**src/rtl/uart_rx.sv**
```systemverilog
// uart_rx: 8N1 UART receiver.
// RXD is synchronised, the start bit is checked at its midpoint, data bits are
// sampled at their midpoints LSB first, and the stop bit is validated.
// Good bytes land in a one-entry valid/ready holding register; UART_RTS tells the
// far-end transmitter whether that register has room.
module uart_rx #(
    parameter int CLOCK_FREQ = 50_000_000,
    parameter int BAUD_RATE  = 115200
) (
    input  logic       ACLK,
    input  logic       RESET_N,
    input  logic       RXD,
    output logic [7:0] RX_DATA,
    output logic       RX_DATA_VALID,
    input  logic       RX_DATA_READY,
    output logic       UART_RTS,
    output logic       RX_IDLE,
    output logic       FRAME_ERR,
    output logic       RX_OVERRUN,
    input  logic       OVERRUN_CLR
);

    localparam int CLOCKS_PER_BIT = CLOCK_FREQ / BAUD_RATE;
    localparam int HALF_BIT       = CLOCKS_PER_BIT / 2;
    localparam int CNT_W          = (CLOCKS_PER_BIT > 1) ? $clog2(CLOCKS_PER_BIT) : 1;

    localparam logic [CNT_W-1:0] HALF_LAST = CNT_W'(HALF_BIT - 1);
    localparam logic [CNT_W-1:0] BIT_LAST  = CNT_W'(CLOCKS_PER_BIT - 1);

    typedef enum logic [2:0] {
        ST_IDLE,
        ST_START,
        ST_DATA,
        ST_STOP,
        ST_BREAK_WAIT
    } state_t;

    // Synchroniser flops; both idle high so reset never looks like a start edge.
    logic             rxd_meta_reg;
    logic             rxd_s_reg;

    // Frame FSM state.
    state_t           state_reg,     state_next;
    logic [CNT_W-1:0] cnt_reg,       cnt_next;
    logic [2:0]       bit_idx_reg,   bit_idx_next;
    logic [7:0]       rx_shift_reg,  rx_shift_next;

    // One-cycle strobes out of the FSM: a good byte is ready, or the stop bit was low.
    logic             deliver_reg,   deliver_next;
    logic             frame_err_reg, frame_err_next;

    // Consumer-side holding register.
    logic [7:0]       rx_data_reg;
    logic             valid_reg;
    logic             overrun_reg;

    // Two-flop synchroniser for the asynchronous serial input.
    always_ff @(posedge ACLK) begin
        if (!RESET_N) begin
            rxd_meta_reg <= 1'b1;
            rxd_s_reg    <= 1'b1;
        end else begin
            rxd_meta_reg <= RXD;
            rxd_s_reg    <= rxd_meta_reg;
        end
    end

    // FSM state register together with the bit timing counter and shift register.
    always_ff @(posedge ACLK) begin
        if (!RESET_N) begin
            state_reg     <= ST_IDLE;
            cnt_reg       <= '0;
            bit_idx_reg   <= '0;
            rx_shift_reg  <= '0;
            deliver_reg   <= 1'b0;
            frame_err_reg <= 1'b0;
        end else begin
            state_reg     <= state_next;
            cnt_reg       <= cnt_next;
            bit_idx_reg   <= bit_idx_next;
            rx_shift_reg  <= rx_shift_next;
            deliver_reg   <= deliver_next;
            frame_err_reg <= frame_err_next;
        end
    end

    // Next-state logic: start validation, midpoint sampling and stop-bit check.
    always_comb begin
        state_next     = state_reg;
        cnt_next       = cnt_reg;
        bit_idx_next   = bit_idx_reg;
        rx_shift_next  = rx_shift_reg;
        deliver_next   = 1'b0;
        frame_err_next = 1'b0;

        case (state_reg)
            ST_IDLE: begin
                cnt_next     = '0;
                bit_idx_next = '0;
                if (!rxd_s_reg) begin
                    state_next = ST_START;
                end
            end

            ST_START: begin
                if (cnt_reg == HALF_LAST) begin
                    cnt_next = '0;
                    if (!rxd_s_reg) begin
                        // Still low at mid start bit: a real frame.
                        state_next   = ST_DATA;
                        bit_idx_next = '0;
                    end else begin
                        // Line went back high: a glitch, drop it silently.
                        state_next = ST_IDLE;
                    end
                end else begin
                    cnt_next = cnt_reg + 1'b1;
                end
            end

            ST_DATA: begin
                if (cnt_reg == BIT_LAST) begin
                    cnt_next                   = '0;
                    rx_shift_next[bit_idx_reg] = rxd_s_reg;
                    bit_idx_next               = bit_idx_reg + 3'd1;
                    if (bit_idx_reg == 3'd7) begin
                        state_next = ST_STOP;
                    end
                end else begin
                    cnt_next = cnt_reg + 1'b1;
                end
            end

            ST_STOP: begin
                if (cnt_reg == BIT_LAST) begin
                    cnt_next = '0;
                    if (rxd_s_reg) begin
                        deliver_next = 1'b1;
                        state_next   = ST_IDLE;
                    end else begin
                        // Low stop bit: flag it and wait out the break.
                        frame_err_next = 1'b1;
                        state_next     = ST_BREAK_WAIT;
                    end
                end else begin
                    cnt_next = cnt_reg + 1'b1;
                end
            end

            ST_BREAK_WAIT: begin
                cnt_next = '0;
                if (rxd_s_reg) begin
                    state_next = ST_IDLE;
                end
            end

            default: begin
                state_next = ST_IDLE;
                cnt_next   = '0;
            end
        endcase
    end

    // Holding register: load on deliver when empty or being drained, else flag overrun.
    always_ff @(posedge ACLK) begin
        if (!RESET_N) begin
            rx_data_reg <= 8'h00;
            valid_reg   <= 1'b0;
            overrun_reg <= 1'b0;
        end else begin
            if (deliver_reg) begin
                if (!valid_reg || RX_DATA_READY) begin
                    rx_data_reg <= rx_shift_reg;
                    valid_reg   <= 1'b1;
                end
            end else if (valid_reg && RX_DATA_READY) begin
                valid_reg <= 1'b0;
            end

            // A lost byte wins over a simultaneous clear so no loss goes unreported.
            if (deliver_reg && valid_reg && !RX_DATA_READY) begin
                overrun_reg <= 1'b1;
            end else if (OVERRUN_CLR) begin
                overrun_reg <= 1'b0;
            end
        end
    end

    assign RX_DATA       = rx_data_reg;
    assign RX_DATA_VALID = valid_reg;
    assign UART_RTS      = ~valid_reg;
    assign RX_IDLE       = (state_reg == ST_IDLE);
    assign FRAME_ERR     = frame_err_reg;
    assign RX_OVERRUN    = overrun_reg;

endmodule

```
**config.mk**
```make
export PLATFORM = sky130hd
export DESIGN_NAME = uart_rx
export DESIGN_NICKNAME = d
export VERILOG_FILES = /design/src/rtl/uart_rx.sv
export SDC_FILE = /design/constraint.sdc
export NUM_CORES = 1
export LEC_CHECK = 0
export CAP_MARGIN = 30
export CORE_MARGIN = 2
export CORE_UTILIZATION = 50
export CTS_CLUSTER_DIAMETER = 80
export CTS_CLUSTER_SIZE = 30
export DETAILED_ROUTE_END_ITERATION = 8
export PLACE_DENSITY = 0.75
export RECOVER_POWER = 50
export SYNTH_ARGS = -nofsm -noshare
export SYNTH_HDL_FRONTEND = slang
export SYNTH_SLANG_ARGS = --single-unit
```
**constraint.sdc**
```tcl
create_clock -name ACLK -period 1.52 [get_ports ACLK]
set_input_delay 0.304 -clock ACLK [delete_from_list [all_inputs] [get_ports ACLK]]
set_output_delay 0.304 -clock ACLK [all_outputs]
set_load 0.01 [all_outputs]
```
# Word level (Yosys, flattened, before mapping)
# Cells that the tools add are included.
# op_classes
n_addsub,2
n_lt_le_gt_ge,2
n_eq_ne,15
muxes,26
bitwise_logic,1
reduce_logical,18
# ops
cell,count
$mux 3,10
$mux 9,2
$pmux 9 s2,1
$pmux 3 s5,1
$ne 2x2->1 const B,7
$add 9x1->9 const B,1
$eq 9x8->1 const B,1
$eq 9x9->1 const B,1
$pmux 3 s3,1
$bwmux 8,1
$mux 1,8
$eq 3x2->1 const B,2
$eq 3x3->1 const B,2
$reduce_and 2->1,3
$reduce_and 6->1,1
$logic_and 1x1->1,4
$lt 3x4->1 const B,1
$reduce_and 4->1,1
$reduce_bool 2->1,2
$add 3x1->3 const B,1
$demux 1 s3,1
$eq 3x1->1 const B,1
$ge 3x1->1 const B,1
$logic_not 3->1,1
8 further kinds,9
# totals
reg_bits,37
input_bits,5
output_inout_bits,13
word_cells,75

# Depth between registers and ports, before layout
# depth
word_depth,5
mapped_depth,7
ltp_nobuf,7

# Least setup slack after synthesis
# No wires, ideal clock.
# synth_path
kind,reg2reg
startpoint,register cnt_reg[0]
endpoint,register rx_shift_reg[2]
setup_time_ns,0.131
arrival_time_ns,1.535
required_time_ns,1.389
path_slack_ns,-0.147
stages_incl_launch_ff,7
path_buffers,0
period_less_slack_ns,1.667
path_cell_list,dfxtp_1 -> ha_1 -> and4bb_1 -> nand4_4 -> nand4bb_4 -> o311ai_1 -> o41ai_1
# synth_between
elab_chain_cells,2
# synth_lines
item,line_no,rtl
"start, declared",44,"logic [CNT_W-1:0] cnt_reg, cnt_next;"
"start signal, assigned",79,cnt_reg <= cnt_next;
$eq 9x9->1,122,if (cnt_reg == BIT_LAST) begin
$reduce_and 2->1 (no source line),n/a,
"end signal, assigned",81,rx_shift_reg <= rx_shift_next;
"end, declared",46,"logic [7:0] rx_shift_reg, rx_shift_next;"
# No other way between the ends.
# A chain may end at the register's enable or synchronous reset.

# Worst setup path in the final report
# layout_path
startpoint,register cnt_reg[1]
endpoint,register rx_shift_reg[6]
# Same word-level chain as after synthesis.

==> results.txt <==
violations in the final reports = negative setup slack
count of yosys warnings during synthesis = 0
H-Tree Depth = 2
total iterations of the first detailed-routing run = 4
peak fanout along the critical path = 6
number of vias per cell after detailed routing = 5.23
layout-stage area growth over the synthesis result = 34.6%
peak clock frequency supported by timing = 580 MHz
final standard cell utilization of the core = 0.693
sequential element share of the synthesized area = 0.435
GRT Residual Overflow = 0
total power = 0.00164 W
start point of the critical path = cnt_reg[1]$_SDFF_PN0_
cell row count = 21
final routed wirelength across all metal layers = 3.58 mm
final-layout worst hold slack = 0.421 ns
commonest non-fill, non-tap cells in the layout = sky130_fd_sc_hd__dfxtp_1, sky130_fd_sc_hd__buf_4, sky130_fd_sc_hd__nand2_1, sky130_fd_sc_hd__nor2_1, sky130_fd_sc_hd__mux2i_1
FF+latch area = 746 sq um
run status = finished, violations left
Post-Syn Area = 0.00170 sq mm
number of top-level design ports = 18
clock-pin transition on the worst setup and hold timing paths = 0.11 ns
area occupied by multi-input gates = 0.00102 sq mm
full die area = 0.00389 sq mm
Wirelength per Cell = 13.6 um
Max Slew Vio Count = 0
final RePlAce weighted congestion = 0.807
Synthesized Nets = 184
cts bufs inserted = 5
detailed placement HPWL = 2.49 mm
number of clock sinks seen by CTS = 37
TritonCTS clock tree = yes
Max IR drop VDD = 0.607 mV
fin worst setup slack = -0.204 ns
number of filler instances in the final layout = 269
number of cells produced by synthesis = 174
Global Route Usage Sum = 0.204
drt initial violations = 48
power per cell area = 713 mW/mm^2
flip-flop count of the largest register after layout = 9
part of the cycle the worst path needs = 1.13
final hold violation count = 0
number of global-route vias before repair = 1450
# nets final = 227
largest net degree at the start of global routing = 25
most frequent standard cell in the layout excluding fill and tap cells = sky130_fd_sc_hd__dfxtp_1
Die Ht = 62.4 um
root buf cell = sky130_fd_sc_hd__clkbuf_4
r2r startpoint = cnt_reg[1]$_SDFF_PN0_
RSZ-0062 raised after global routing = yes
buffers added on ports = 17
Max-slew headroom = 0.700
number of DRC violations after detailed routing = 0
clk buf depth = 2
fraction of synthesized cell area taken by the top area cell type = 0.435
starting density of the core = 0.515
antenna violation net count after detailed routing = 0
Setup Skew = 0.00914 ns
mean instance size in the synthesized netlist = 9.79 sq um
initial antenna violation count = 0
area of the placeable core = 0.00331 sq mm
Vias = 1382
min cycle time layout = 1.72 ns
number of antenna diodes = 0
number of setup violations in the final report = 24
arrival time at the worst endpoint = 2.00 ns
Hold/Removal Path Class = flop to flop
startpoint of the worst hold path = rxd_meta_reg$_SDFF_PN1_
cell type contributing the most total cell area after synthesis = sky130_fd_sc_hd__dfxtp_1
kind of critical path = flop to flop
worst skew pair latency = 0.35 ns
Synth area leaders = sky130_fd_sc_hd__dfxtp_1, sky130_fd_sc_hd__mux2i_1, sky130_fd_sc_hd__nor2_1
critical path startpoint category = flop
first-pass GRT wire length = 6.38 mm
required arrival time at the worst endpoint = 1.80 ns
die outline width = 62.4 um
ratio of cells with drive above 1 in the final layout = 0.284
number of unique standard cell types used by synthesis = 36
total of max-cap violations = 0
post-synthesis sequential element count = 37
Tightest Pin Transition = 0.450 ns
leakage dissipation = 0.991 nW
crit end category = flop
layer usage:
metal / part of all wire / track usage / wire, um / up-vias
met5: 0 / 0 / 0 / -
li1: - / - / - / 680
met4: 0.022 / 0.0944 / 77 / 0
met1: 0.42 / 0.226 / 1520 / 665
met2: 0.52 / 0.353 / 1860 / 28
met3: 0.036 / 0.0667 / 129 / 9
cell families (layout without fill, tap and decap cells):
logic type               Yosys count  after routing  share of synthesized area
AO/OA/AOI/OAI                     16             16                     0.0903
XOR/XNOR                           7              7                     0.0360
adder cells (fa/ha/maj)            5              5                     0.0367
buffers and inverters             15             59                     0.0345
flip-flops                        37             37                      0.435
multiplexers                      18             18                      0.106
AND/OR/NAND/NOR                   76             76                      0.262
path summary, 6_finish.rpt:
kind,to,slack (ns),cells after the start
worst max register to register,rx_shift_reg[6]$_SDFFE_PN0P_,-0.20,7
worst min-delay path,rxd_s_reg$_SDFF_PN1_,0.42,1
worst max-delay path,rx_shift_reg[6]$_SDFFE_PN0P_,-0.20,7
worst min register to register,rxd_s_reg$_SDFF_PN1_,0.42,1
Yosys cell counts (all sizes together):
library cell	number
mux2i	18
inv	7
and3	2
o21a	1
nand4	1
o41ai	2
o211ai	2
o21ai	2
and4bb	2
clkbuf	6
nor3b	3
buf	2
dfxtp	37
nand3	8
nor2	20
o31ai	1
nand2b	2
nand3b	3
nor3	4
a211o	1
nand2	18
a221oi	1
nand4bb	1
o311ai	1
xor2	3
o2bb2ai	1
xnor2	4
and4	1
a31o	1
nor2b	11
o2111ai	1
ha	5
a21oi	2
final cells by class:
cell class,instances,share of cell area
sequential,37,0.325
clock inverter,2,0.00600
multi-input combinational,122,0.446
timing repair buffer,44,0.164
tap,46,0.0251
clock buffer,6,0.0224
inverter,7,0.0115
report_power, final:
part           internal (W)   total, W  switching, W  leakage [nW]
sequential         0.000974   0.000977    0.00000299         0.301
combinational     0.0000458  0.0000990     0.0000532         0.652
clock              0.000225   0.000560      0.000334        0.0382
worst max-delay path, stage by stage, from the launching register on:
cell                        delay (ns)
sky130_fd_sc_hd__dfxtp_2          0.34
sky130_fd_sc_hd__inv_2            0.07
sky130_fd_sc_hd__ha_4             0.11
sky130_fd_sc_hd__and4bb_1         0.27
sky130_fd_sc_hd__nand4_4          0.12
sky130_fd_sc_hd__nand4bb_4        0.30
sky130_fd_sc_hd__nor3b_4          0.25
sky130_fd_sc_hd__mux2i_1          0.21
through the flow:
step | cells | setup TNS, ns | worst slack (ns) | area, sq um
2_1_floorplan | 174 | -0.252 | -0.0968 | 1710
3_3_place_gp | 252 | -1.61 | -0.132 | 2090
3_5_place_dp | 252 | -3.30 | -0.229 | 2090
4_1_cts | 263 | -3.97 | -0.225 | 2230
5_1_grt | 264 | -4.54 | -0.254 | 2290
6_report | 264 | -2.91 | -0.204 | 2290
what timing repair did:
action	CTS	global route
resized for setup	22	13
hold buffers	0	0
setup endpoints to repair	35	27
pin swaps	7	10
buffers inserted	3	1
(Power assumes the default switching activity.)
